==> src/rtl/alu_share_arbiter_pkg.sv <==
// Shared ALU definitions: control codes, arbiter FSM states and the
// legal-opcode test used by the illegal-op check (ALU_ILLEGAL_OP_CHECK_EN).
package alu_pkg;

    localparam logic [3:0] ALU_AND = 4'b0000;
    localparam logic [3:0] ALU_OR  = 4'b0001;
    localparam logic [3:0] ALU_ADD = 4'b0010;
    localparam logic [3:0] ALU_SUB = 4'b0110;
    localparam logic [3:0] ALU_SLT = 4'b0111;
    localparam logic [3:0] ALU_NOR = 4'b1100;

    typedef enum logic [1:0] {
        IDLE = 2'd0,
        EXEC = 2'd1,
        RESP = 2'd2
    } alu_fsm_t;

    function automatic logic is_legal_alu_op(input logic [3:0] ctrl);
        case (ctrl)
            ALU_AND, ALU_OR, ALU_ADD, ALU_SUB, ALU_SLT, ALU_NOR: return 1'b1;
            default:                                           return 1'b0;
        endcase
    endfunction

endpackage

==> src/rtl/alu_share_arbiter_rr_arbiter.sv <==
// Combinational round-robin arbiter: first set request at or above ptr,
// wrapping from NUM_REQ-1 back to 0. Outputs one-hot grant and its index.
module rr_arbiter #(
    parameter int NUM_REQ = 2,
    parameter int IDX_W   = 1
) (
    input  logic [NUM_REQ-1:0] req,
    input  logic [IDX_W-1:0]   ptr,
    output logic [NUM_REQ-1:0] grant,
    output logic [IDX_W-1:0]   grant_idx,
    output logic               any
);

    localparam int SW = IDX_W + 1;

    logic [SW-1:0]    sum;
    logic [IDX_W-1:0] cand;

    // Scan farthest-from-ptr first so the candidate nearest ptr overwrites last
    always_comb begin
        grant     = '0;
        grant_idx = '0;
        any       = 1'b0;
        sum       = '0;
        cand      = '0;
        for (int i = NUM_REQ - 1; i >= 0; i--) begin
            sum = {1'b0, ptr} + SW'(i);
            if (sum >= SW'(NUM_REQ))
                sum = sum - SW'(NUM_REQ);
            cand = sum[IDX_W-1:0];
            if (req[cand]) begin
                grant_idx = cand;
                any       = 1'b1;
            end
        end
        if (any)
            grant[grant_idx] = 1'b1;
    end

endmodule

==> src/rtl/alu_share_arbiter.sv <==
// Shares one external ALU among NUM_REQ requesters with round-robin grant.
// One operation in flight: IDLE (grant) -> EXEC (ALU evaluates) -> RESP.
// Optional build macro ALU_ILLEGAL_OP_CHECK_EN: illegal opcodes skip EXEC
// and respond with result 0, zero 1, err 1.
module alu_share_arbiter
    import alu_pkg::*;
#(
    parameter int NUM_REQ = 2,
    parameter int DATA_W  = 32
) (
    input  logic                      clk,
    input  logic                      rst_n,
    input  logic [NUM_REQ-1:0]        req_valid,
    output logic [NUM_REQ-1:0]        req_ready,
    input  logic [NUM_REQ*DATA_W-1:0] req_operand_a,
    input  logic [NUM_REQ*DATA_W-1:0] req_operand_b,
    input  logic [NUM_REQ*4-1:0]      req_ctrl,
    output logic [NUM_REQ-1:0]        rsp_valid,
    input  logic [NUM_REQ-1:0]        rsp_ready,
    output logic [DATA_W-1:0]         rsp_result,
    output logic                      rsp_zero,
    output logic                      rsp_err,
    output logic [DATA_W-1:0]         alu_operand_a,
    output logic [DATA_W-1:0]         alu_operand_b,
    output logic [3:0]                alu_control_signal,
    input  logic [DATA_W-1:0]         alu_result,
    input  logic                      alu_zero
);

    localparam int IDX_W = (NUM_REQ > 1) ? $clog2(NUM_REQ) : 1;

    alu_fsm_t           state;
    logic [IDX_W-1:0]   rr_ptr;
    logic [IDX_W-1:0]   owner;
    logic [IDX_W-1:0]   grant_idx;
    logic [IDX_W-1:0]   next_ptr;
    logic [NUM_REQ-1:0] grant;
    logic               any_valid;
    logic               accept;
    logic               skip_exec;
    logic [DATA_W-1:0]  op_a, op_b, res;
    logic [3:0]         op_ctrl;
    logic               zero;
    logic [DATA_W-1:0]  sel_a, sel_b;
    logic [3:0]         sel_ctrl;

    rr_arbiter #(
        .NUM_REQ (NUM_REQ),
        .IDX_W   (IDX_W)
    ) u_arb (
        .req       (req_valid),
        .ptr       (rr_ptr),
        .grant     (grant),
        .grant_idx (grant_idx),
        .any       (any_valid)
    );

    // Ready is masked by reset so every output reads 0 while rst_n is low
    assign accept    = rst_n && (state == IDLE) && any_valid;
    assign req_ready = accept ? grant : '0;

    assign sel_a    = req_operand_a[grant_idx*DATA_W +: DATA_W];
    assign sel_b    = req_operand_b[grant_idx*DATA_W +: DATA_W];
    assign sel_ctrl = req_ctrl[grant_idx*4 +: 4];

    assign next_ptr = (owner == IDX_W'(NUM_REQ - 1)) ? '0 : owner + IDX_W'(1);

    assign alu_operand_a      = op_a;
    assign alu_operand_b      = op_b;
    assign alu_control_signal = op_ctrl;
    assign rsp_result         = res;
    assign rsp_zero           = zero;

`ifdef ALU_ILLEGAL_OP_CHECK_EN
    logic err;

    // err is re-evaluated on every accept, so a legal op clears it
    always_ff @(posedge clk or negedge rst_n) begin
        if (!rst_n)
            err <= 1'b0;
        else if (accept)
            err <= ~is_legal_alu_op(sel_ctrl);
    end

    assign skip_exec = ~is_legal_alu_op(sel_ctrl);
    assign rsp_err   = err;
`else
    assign skip_exec = 1'b0;
    assign rsp_err   = 1'b0;
`endif

    // Only the owning requester sees a response valid
    always_comb begin
        rsp_valid = '0;
        if (state == RESP)
            rsp_valid[owner] = 1'b1;
    end

    // Grant/latch, ALU capture and response handshake sequencing
    always_ff @(posedge clk or negedge rst_n) begin
        if (!rst_n) begin
            state   <= IDLE;
            rr_ptr  <= '0;
            owner   <= '0;
            op_a    <= '0;
            op_b    <= '0;
            op_ctrl <= '0;
            res     <= '0;
            zero    <= 1'b0;
        end else begin
            case (state)
                IDLE: begin
                    if (accept) begin
                        op_a    <= sel_a;
                        op_b    <= sel_b;
                        op_ctrl <= sel_ctrl;
                        owner   <= grant_idx;
                        if (skip_exec) begin
                            res   <= '0;
                            zero  <= 1'b1;
                            state <= RESP;
                        end else begin
                            state <= EXEC;
                        end
                    end
                end
                EXEC: begin
                    res   <= alu_result;
                    zero  <= alu_zero;
                    state <= RESP;
                end
                RESP: begin
                    if (rsp_ready[owner]) begin
                        rr_ptr <= next_ptr;
                        state  <= IDLE;
                    end
                end
                default: state <= IDLE;
            endcase
        end
    end

endmodule
==> config.mk <==
export PLATFORM = sky130hd
export DESIGN_NAME = alu_share_arbiter
export DESIGN_NICKNAME = d
export VERILOG_FILES = /design/src/rtl/alu_share_arbiter_pkg.sv /design/src/rtl/alu_share_arbiter_rr_arbiter.sv /design/src/rtl/alu_share_arbiter.sv
export SDC_FILE = /design/constraint.sdc
export NUM_CORES = 1
export LEC_CHECK = 0
export CORE_MARGIN = 5
export CORE_UTILIZATION = 40
export DETAILED_ROUTE_END_ITERATION = 16
export GPL_TIMING_DRIVEN = 1
export PLACE_DENSITY = 0.88
export SETUP_SLACK_MARGIN = 0.1
export SLEW_MARGIN = 20
export SYNTH_ARGS = -nofsm -noshare
export SYNTH_HDL_FRONTEND = slang
export SYNTH_SLANG_ARGS = --single-unit
==> constraint.sdc <==
create_clock -name clk -period 5.6 [get_ports clk]
set_clock_uncertainty 0.2 [all_clocks]
set_input_delay 1.12 -clock clk [delete_from_list [all_inputs] [get_ports clk]]
set_output_delay 1.12 -clock clk [all_outputs]
set_load 0.01 [all_outputs]
==> impl_metrics.csv, run 1 <==
group,metric,value,unit
grt,grt_max_degree,69,
floorplan,io_pins,281,
cts,post_cts_buffers,0,
floorplan,core_area,0.01137,mm^2
critical_path,critPathArrivalTime,2.93,ns
critical_path,start_kind,"input pin",
sta,rsz0062_at_grt,"false",
logic_synthesis,ys_ff_latch,105,
floorplan,initial_core_util,40.67,%
finish,final_common_cell,"clkdlybuf4s50_1",
cts,clkLatencyLatePin,0.34,ns
cts,post_cts_resized,0,
finish,drive_gt1_share,9.323,%
logic_synthesis,synth.cell_area,0.004624,mm^2
sta,fmax,0.2353,GHz
critical_path,required,4.28,ns
outcome,status,"finished clean",
placement,gp_congestion,0.8076,
cts,clockBufferDepth,2,
grt,antenna_found_initial,0,
cts,numCtsBuffers,9,
route,drt-total-wl,16920,um
route,drc_errors,0,
sta,period_share,75.89,%
route,viasPerCell,5.655,
floorplan,dieArea,0.01381,mm^2
cts,cts_tree,"yes",
sta,whs,0.3039,ns
run,cap_violations,0,
route,dr.pass1.iters,5,
route,wl_per_cell,20.94,um
finish,layout_common_cells,"277 x clkdlybuf4s50_1, 105 x dfrtp_1, 69 x nand2_1",
route,ant_nets,0,
floorplan,row_count,39,
sta,worstMarginPinSlew,0.8012,ns
cts,cts_hold_buf,0,
grt,grt_pass1_vias,4907,
power,power,3.845,mW
hold_path,hold_path.class,"flop to flop",
power,vdd_drop_max,268.8,uV
sta,setup_tns,0,ns
floorplan,die_x,117.5,um
logic_synthesis,avgSynthCellArea,11.33,um^2
logic_synthesis,yosysSeqAreaShare,56.82,%
sta,drv_slew,0,
cts,clkTransAtPathRegs,0.07,ns
grt,grt-ovfl-total,0,
logic_synthesis,syn-instance-count,408,
logic_synthesis,synth_area_leaders,"dfrtp_1 57%, a221o_1 15%, mux2_2 8.0%",
grt,grt.total_usage,23.66,%
sta,maxSlewHeadroom,46.59,%
route,num_vias,4569,
logic_synthesis,synth.largest_area_cell,"dfrtp_1",
power,p_leak,3.213,nW
sta,hold_viol_final,0,
placement,placed_cells,793,
sta,min_period,4.250,ns
critical_path,critPathMaxFanout,44,
finish,nNetsFinal,836,
finish,fin_cells,808,
cts,cts.sinks,105,
grt,grt_pass1_wl,26540,um
logic_synthesis,synth_top_area_share,56.82,%
cts,htree_levels,3,
critical_path,endpoint_kind,"output pin",
sta,setup_violations,0,
cts,cts-root-buf,"clkbuf_16",
route,first_iter_violations,336,
finish,area_growth,68.15,%
critical_path,critPathKind,"input pin to output pin",
logic_synthesis,yosysWarnings,0,
placement,post-dp-hpwl,12050,um
power,power_density,494.5,mW/mm^2
floorplan,die_h,117.5,um
finish,n_antenna_cell,0,
logic_synthesis,synth_cell_type_count,24,
placement,port_buffers,279,
logic_synthesis,synth_nets,583,
per-layer routing:
layer | up-vias | share of wire (%) | GRT usage, %
met3 | 40 | 7.2 | 5.094
met2 | 252 | 53 | 41.83
met4 | 0 | 3.4 | 10.82
li1 | 2022 | - | -
met5 | - | 0 | 0
met1 | 2255 | 37 | 27.30
stage by stage:
step                cell area (um^2)  worst slack, ns  utilization, %
detailed placement              7443            1.308           65.47
global route                    7776            1.194           68.39
floorplan                       4624            2.219               -
CTS                             7776            1.297           68.39
finish                          7776            1.350           68.39
global placement                7443            1.350           65.47
cells in the mapped netlist:
master	n
dfrtp_1	105
nand2_1	69
a221o_1	68
nor3_1	68
mux2_2	33
clkbuf_1	20
buf_2	15
buf_1	4
buf_6	4
inv_1	3
o21ai_0	3
and3_1	2
nand2b_1	2
nor2_1	2
a21o_1	1
a21oi_1	1
a31oi_1	1
buf_4	1
conb_1	1
nor2b_1	1
nor3b_1	1
nor3b_4	1
o21ai_1	1
or3b_1	1
area by class of cell:
| cell class | instances | area, um^2 |
|---|---|---|
| Sequential cell | 105 | 2628 |
| Multi-Input combinational cell | 256 | 1788 |
| Inverter | 3 | 11.26 |
| Tap cell | 143 | 178.9 |
| Clock inverter | 6 | 107.6 |
| Fill cell | 853 | 3593 |
| Timing Repair Buffer | 286 | 2838 |
| Clock buffer | 9 | 225.2 |
sequential cells by signal, summed over array words and instances, names as in the netlist:
name	count
alu_operand_a	32
alu_operand_b	32
rsp_result	32
alu_control_signal	4
state	2
owner	1
rr_ptr	1
rsp_zero	1
critical path: stages:
cell and delay (ns):
buf_4 0.44, or3b_2 0.54, nor3b_4 0.23, clkdlybuf4s50_1 0.58
path summary, 6_finish.rpt:
kind	endpoint	slack (ns)	start	depth (start not counted)
min	rsp_result[17]	0.30	rsp_result[17]	1
max reg2reg	alu_operand_a[16]	3.31	state[1]	4
min in group asynchronous	state[1]	0.57	rst_n	1
max	req_ready[1]	1.35	rst_n	4
max in group asynchronous	alu_operand_a[18]	3.43	rst_n	2
min reg2reg	rsp_result[17]	0.30	rsp_result[17]	1
where the power goes:
part           internal (mW)  switching, mW
Combinational           1.06          0.725
Sequential              1.13          0.226
Clock                  0.433          0.272
Total                   2.62           1.22
cell families after synthesis:
logic type	after synthesis	share of synthesized area [%]
and+or+nand+nor	147	14.56
DFF	105	56.82
AOI/OAI and AO/OA	75	15.56
buffers and inverters	47	4.951
muxes	33	8.036
other	1	0.08109
(Power assumes the default switching activity.)
==> inputs of run 2 (changes only) <==
Settings changed: CORE_UTILIZATION 40 to 34, PLACE_DENSITY 0.88 to 0.79.
Clock period 5.6 ns to 3.85 ns, I/O delays scaled along.
==> run 2 against run 1 <==
Net effect: critical path depth did not move; via count is 1.7% lower; total power increased by 42%; critical endpoint unchanged; highest routed layer unchanged.
==> impl_metrics.csv, run 2 (synthesized netlist as in run 1, its figures left out) <==
group,metric,value,unit
outcome,status,"finished clean",
run,cap_violations,0,
cts,cts_hold_buf,0,
sta,setup_tns,0,ns
power,power_density,699.8,mW/mm^2
sta,worstMarginPinSlew,0.8182,ns
placement,post-dp-hpwl,11840,um
cts,cts-root-buf,"clkbuf_16",
grt,grt.total_usage,20.02,%
placement,pre_cts_slack,0.6290,ns
critical_path,required,2.88,ns
sta,hold_viol_final,0,
placement,gp_congestion,0.8730,
grt,grt_pass1_vias,4822,
route,first_iter_violations,240,
sta,fmax,0.3081,GHz
sta,drv_slew,0,
critical_path,critPathKind,"input pin to output pin",
cts,cts.sinks,105,
finish,final_common_cell,"clkdlybuf4s50_1",
sta,fin_ws,0.6041,ns
critical_path,critPathArrivalTime,2.28,ns
cts,post_cts_resized,0,
cts,clockBufferDepth,2,
finish,fin_cells,843,
floorplan,die_h,126.6,um
finish,area_growth,68.67,%
grt,grt_pass1_wl,25730,um
critical_path,critPathMaxFanout,3,
finish,drive_gt1_share,9.459,%
sta,maxSlewHeadroom,45.46,%
route,wl_per_cell,19.53,um
floorplan,initial_core_util,34.78,%
route,viasPerCell,5.326,
cts,clkLatencyLatePin,0.34,ns
power,vdd_drop_max,315.7,uV
grt,grt-ovfl-total,0,
cts,post_cts_buffers,0,
cts,clkTransAtPathRegs,0.07,ns
hold_path,hold_path.class,"input pin to asynchronous set/reset pin",
floorplan,die_x,126.6,um
finish,nNetsFinal,837,
sta,rsz0062_at_grt,"false",
cts,cts_tree,"yes",
floorplan,core_area,0.01330,mm^2
critical_path,start_kind,"input pin",
floorplan,dieArea,0.01603,mm^2
cts,numCtsBuffers,9,
sta,period_share,84.31,%
placement,port_buffers,279,
sta,min_period,3.246,ns
grt,antenna_found_initial,1,
route,dr.pass1.iters,5,
route,drt-total-wl,16470,um
cts,htree_levels,3,
power,p_leak,3.200,nW
sta,setup_violations,0,
finish,layout_common_cells,"277 x clkdlybuf4s50_1, 105 x dfrtp_1, 69 x nand2_1",
critical_path,endpoint_kind,"output pin",
grt,grt_max_degree,69,
route,drc_errors,0,
floorplan,io_pins,281,
floorplan,row_count,42,
route,ant_nets,0,
finish,nFillCells,1095,
route,num_vias,4490,
placement,placed_cells,827,
## run 2: routing by layer
metal | routed length, um | share of wire (%) | global-route usage (%) | vias up
met5 | 0 | 0 | 0 | -
met2 | 8175 | 50 | 34.15 | 230
li1 | - | - | - | 2031
met1 | 6112 | 37 | 23.05 | 2191
met4 | 624 | 3.8 | 9.085 | 0
met3 | 1554 | 9.4 | 6.179 | 38
## run 2: worst max-delay path: stages
cell and delay (ns):
clkdlybuf4s50_1 0.51, nor2b_4 0.19, nor3b_4 0.22, clkdlybuf4s50_1 0.59
## run 2: worst paths after layout
check | start | end | slack [ns] | cells past startpoint
max | req_valid[0] | req_ready[1] | 0.60 | 4
min | rst_n | owner | 0.04 | 1
max reg2reg | state[1] | alu_operand_a[26] | 1.51 | 4
min reg2reg | rsp_result[4] | rsp_result[4] | 0.31 | 1
max in group asynchronous | rst_n | alu_operand_b[5] | 1.85 | 3
min in group clk | rsp_result[4] | rsp_result[4] | 0.31 | 1
## run 2: per-stage QoR
step	utilization, %	cell area (um^2)	hold slack, ns	power (mW)
after floorplan	-	4624	0.2744	3.042
after global placement	56.45	7505	0.2874	4.495
after detailed placement	56.45	7505	0.2934	4.573
after CTS	58.65	7797	0.02240	5.517
after global routing	58.67	7800	0.02861	5.744
final	58.67	7800	0.03501	5.458
## run 2: layout make-up
type | count | area [um^2] | share of cell area, %
clock inverters | 6 | 67.56 | 0.8662
well taps | 176 | 220.2 | 2.823
inverters | 3 | 11.26 | 0.1444
diodes | 1 | 2.502 | 0.03208
flip-flops and latches | 105 | 2628 | 33.69
clock buffers | 9 | 225.2 | 2.887
repair buffers | 287 | 2858 | 36.64
multi-input cells | 256 | 1788 | 22.92
## run 2: power breakdown
group / internal, mW / switching, mW / total (mW) / leakage, nW
combinational: 1.56 / 1.04 / 2.59 / 1.79
clock: 0.503 / 0.410 / 0.913 / 0.138
sequential: 1.64 / 0.315 / 1.95 / 1.27
==> inputs of run 3 (changes only) <==
Clock period 3.85 ns to 2.8 ns, I/O delays scaled along.
==> run 3 against run 2 <==
Net effect: wire length is 0.16% lower; global-route usage shrank 0.26 points; worst hold slack gained 0.23 ns; first-iteration DRC count grew 11%; sequential power rose by 37%; design area about the same; register-to-register slack worse by 0.93 ns; flip-flop and latch count stayed put; die area unchanged; sequential share of layout area barely moved.
==> impl_metrics.csv, run 3 (synthesized netlist as in run 1, its figures left out) <==
group,metric,value,unit
route,met3RoutedLength,1246,um
finish,utilization,58.69,%
power,power_density,949.3,mW/mm^2
grt,grt_max_degree,69,
finish,multiInputGateArea,0.001788,mm^2
cts,cts_tree,"yes",
finish,drive_gt1_share,9.985,%
critical_path,r2r_start,"state[1]",
sta,fmax,0.3858,GHz
cts,cts.sinks,105,
finish,layout_common_cells,"275 x clkdlybuf4s50_1, 105 x dfrtp_1, 69 x nand2_1",
floorplan,die_x,126.6,um
route,highest_layer,"met4",
cts,cts-root-buf,"clkbuf_16",
floorplan,core_area,0.01330,mm^2
critical_path,required,2.04,ns
route,dr.pass1.iters,5,
finish,regArea,0.002628,mm^2
placement,gp_congestion,0.8747,
critical_path,critPathKind,"flop to output pin",
cts,post_cts_buffers,0,
floorplan,io_pins,281,
finish,area_growth,68.72,%
floorplan,initial_core_util,34.78,%
hold_path,hold_path.class,"input pin to asynchronous set/reset pin",
route,m1WireLength,6270,um
finish,final_common_cell,"clkdlybuf4s50_1",
sta,rsz0062_at_grt,"false",
grt,antenna_found_initial,1,
route,drt-total-wl,16440,um
grt,grt_pass1_wl,25470,um
finish,nNetsFinal,842,
sta,hold_viol_final,0,
route,wl_per_cell,19.39,um
critical_path,critPathLaunch,"state[1]",
cts,cts_hold_buf,0,
critical_path,start_kind,"flop",
sta,period_share,92.57,%
power,vdd_drop_max,407.8,uV
sta,setup_violations,0,
route,viasPerCell,5.254,
route,met2WireLength,8339,um
sta,min_period,2.592,ns
route,num_vias,4455,
route,ant_nets,0,
outcome,status,"finished clean",
finish,nFillCells,1112,
grt,grt_pass1_vias,4841,
placement,post-dp-hpwl,11880,um
cts,numCtsBuffers,9,
critical_path,endpoint_kind,"output pin",
grt,grt.total_usage,19.76,%
floorplan,dieArea,0.01603,mm^2
sta,worstMarginPinSlew,0.7833,ns
critical_path,critPathMaxFanout,6,
sta,maxSlewHeadroom,47.78,%
route,drc_errors,0,
cts,clkTransAtPathRegs,0.06,ns
cts,clkLatencyLatePin,0.33,ns
placement,port_buffers,279,
power,p_leak,3.213,nW
cts,htree_levels,3,
floorplan,die_h,126.6,um
grt,grt-ovfl-total,0,
floorplan,row_count,42,
cts,clockBufferDepth,2,
route,first_iter_violations,266,
cts,post_cts_resized,2,
sta,drv_slew,0,
critical_path,critPathArrivalTime,1.83,ns
run,cap_violations,0,
sta,setup_tns,0,ns
run 3: cell types whose count changed in the layout (fill, tap and decap cells not counted), sizes merged:
cell	change
clkdlybuf4s15	+1
dlygate4sd2	+1
buf	+5
clkbuf	+2
bufinv	-1
clkdlybuf4s50	-2
clkinv	-1
run 3: final cells by class:
| cell class | instances | share of cell area [%] |
|---|---|---|
| well taps | 176 | 2.822 |
| diodes | 1 | 0.03207 |
| clock buffers | 11 | 3.111 |
| inverters | 3 | 0.1443 |
| flip-flops and latches | 105 | 33.68 |
| clock inverters | 4 | 0.3688 |
| multi-input cells | 256 | 22.92 |
| repair buffers | 292 | 36.93 |
run 3: per-layer routing:
layer  vias up  track usage, %
li1       2033               -
met1      2192           22.57
met2       194           34.68
met3        36           5.549
met4         0           8.265
met5         -               0
run 3: path summary, 6_finish.rpt:
check	to	slack, ns	cells past startpoint
max	req_ready[1]	0.21	3
min	state[0]	0.26	3
max reg2reg	alu_operand_b[1]	0.58	4
min reg2reg	rsp_result[29]	0.31	1
max in group asynchronous	alu_operand_a[28]	0.95	4
min in group clk	rsp_result[29]	0.31	1
run 3: metrics by stage:
step | area, um^2 | worst slack [ns] | instances | hold WS [ns] | total power [mW]
floorplan | 4624 | 0.5385 | 408 | 0.06441 | 4.183
CTS | 7799 | 0.1620 | 847 | 0.2728 | 7.500
global placement | 7530 | 0.01363 | 832 | 0.2872 | 6.189
detailed placement | 7530 | 0.02603 | 832 | 0.2922 | 6.289
finish | 7802 | 0.2080 | 848 | 0.2605 | 7.407
global route | 7802 | 0.1166 | 848 | 0.3135 | 7.808
run 3: critical path, cell delays in order, from the launching register on:
cell,delay [ns]
dfrtp_1,0.43
or3b_2,0.53
nor3b_4,0.24
clkdlybuf4s15_1,0.30
run 3: power breakdown:
part	internal [mW]	leakage, nW	switching, mW
clock network	0.625	0.128	0.542
registers	2.25	1.27	0.433
logic	2.14	1.81	1.42
total	5.01	3.21	2.39
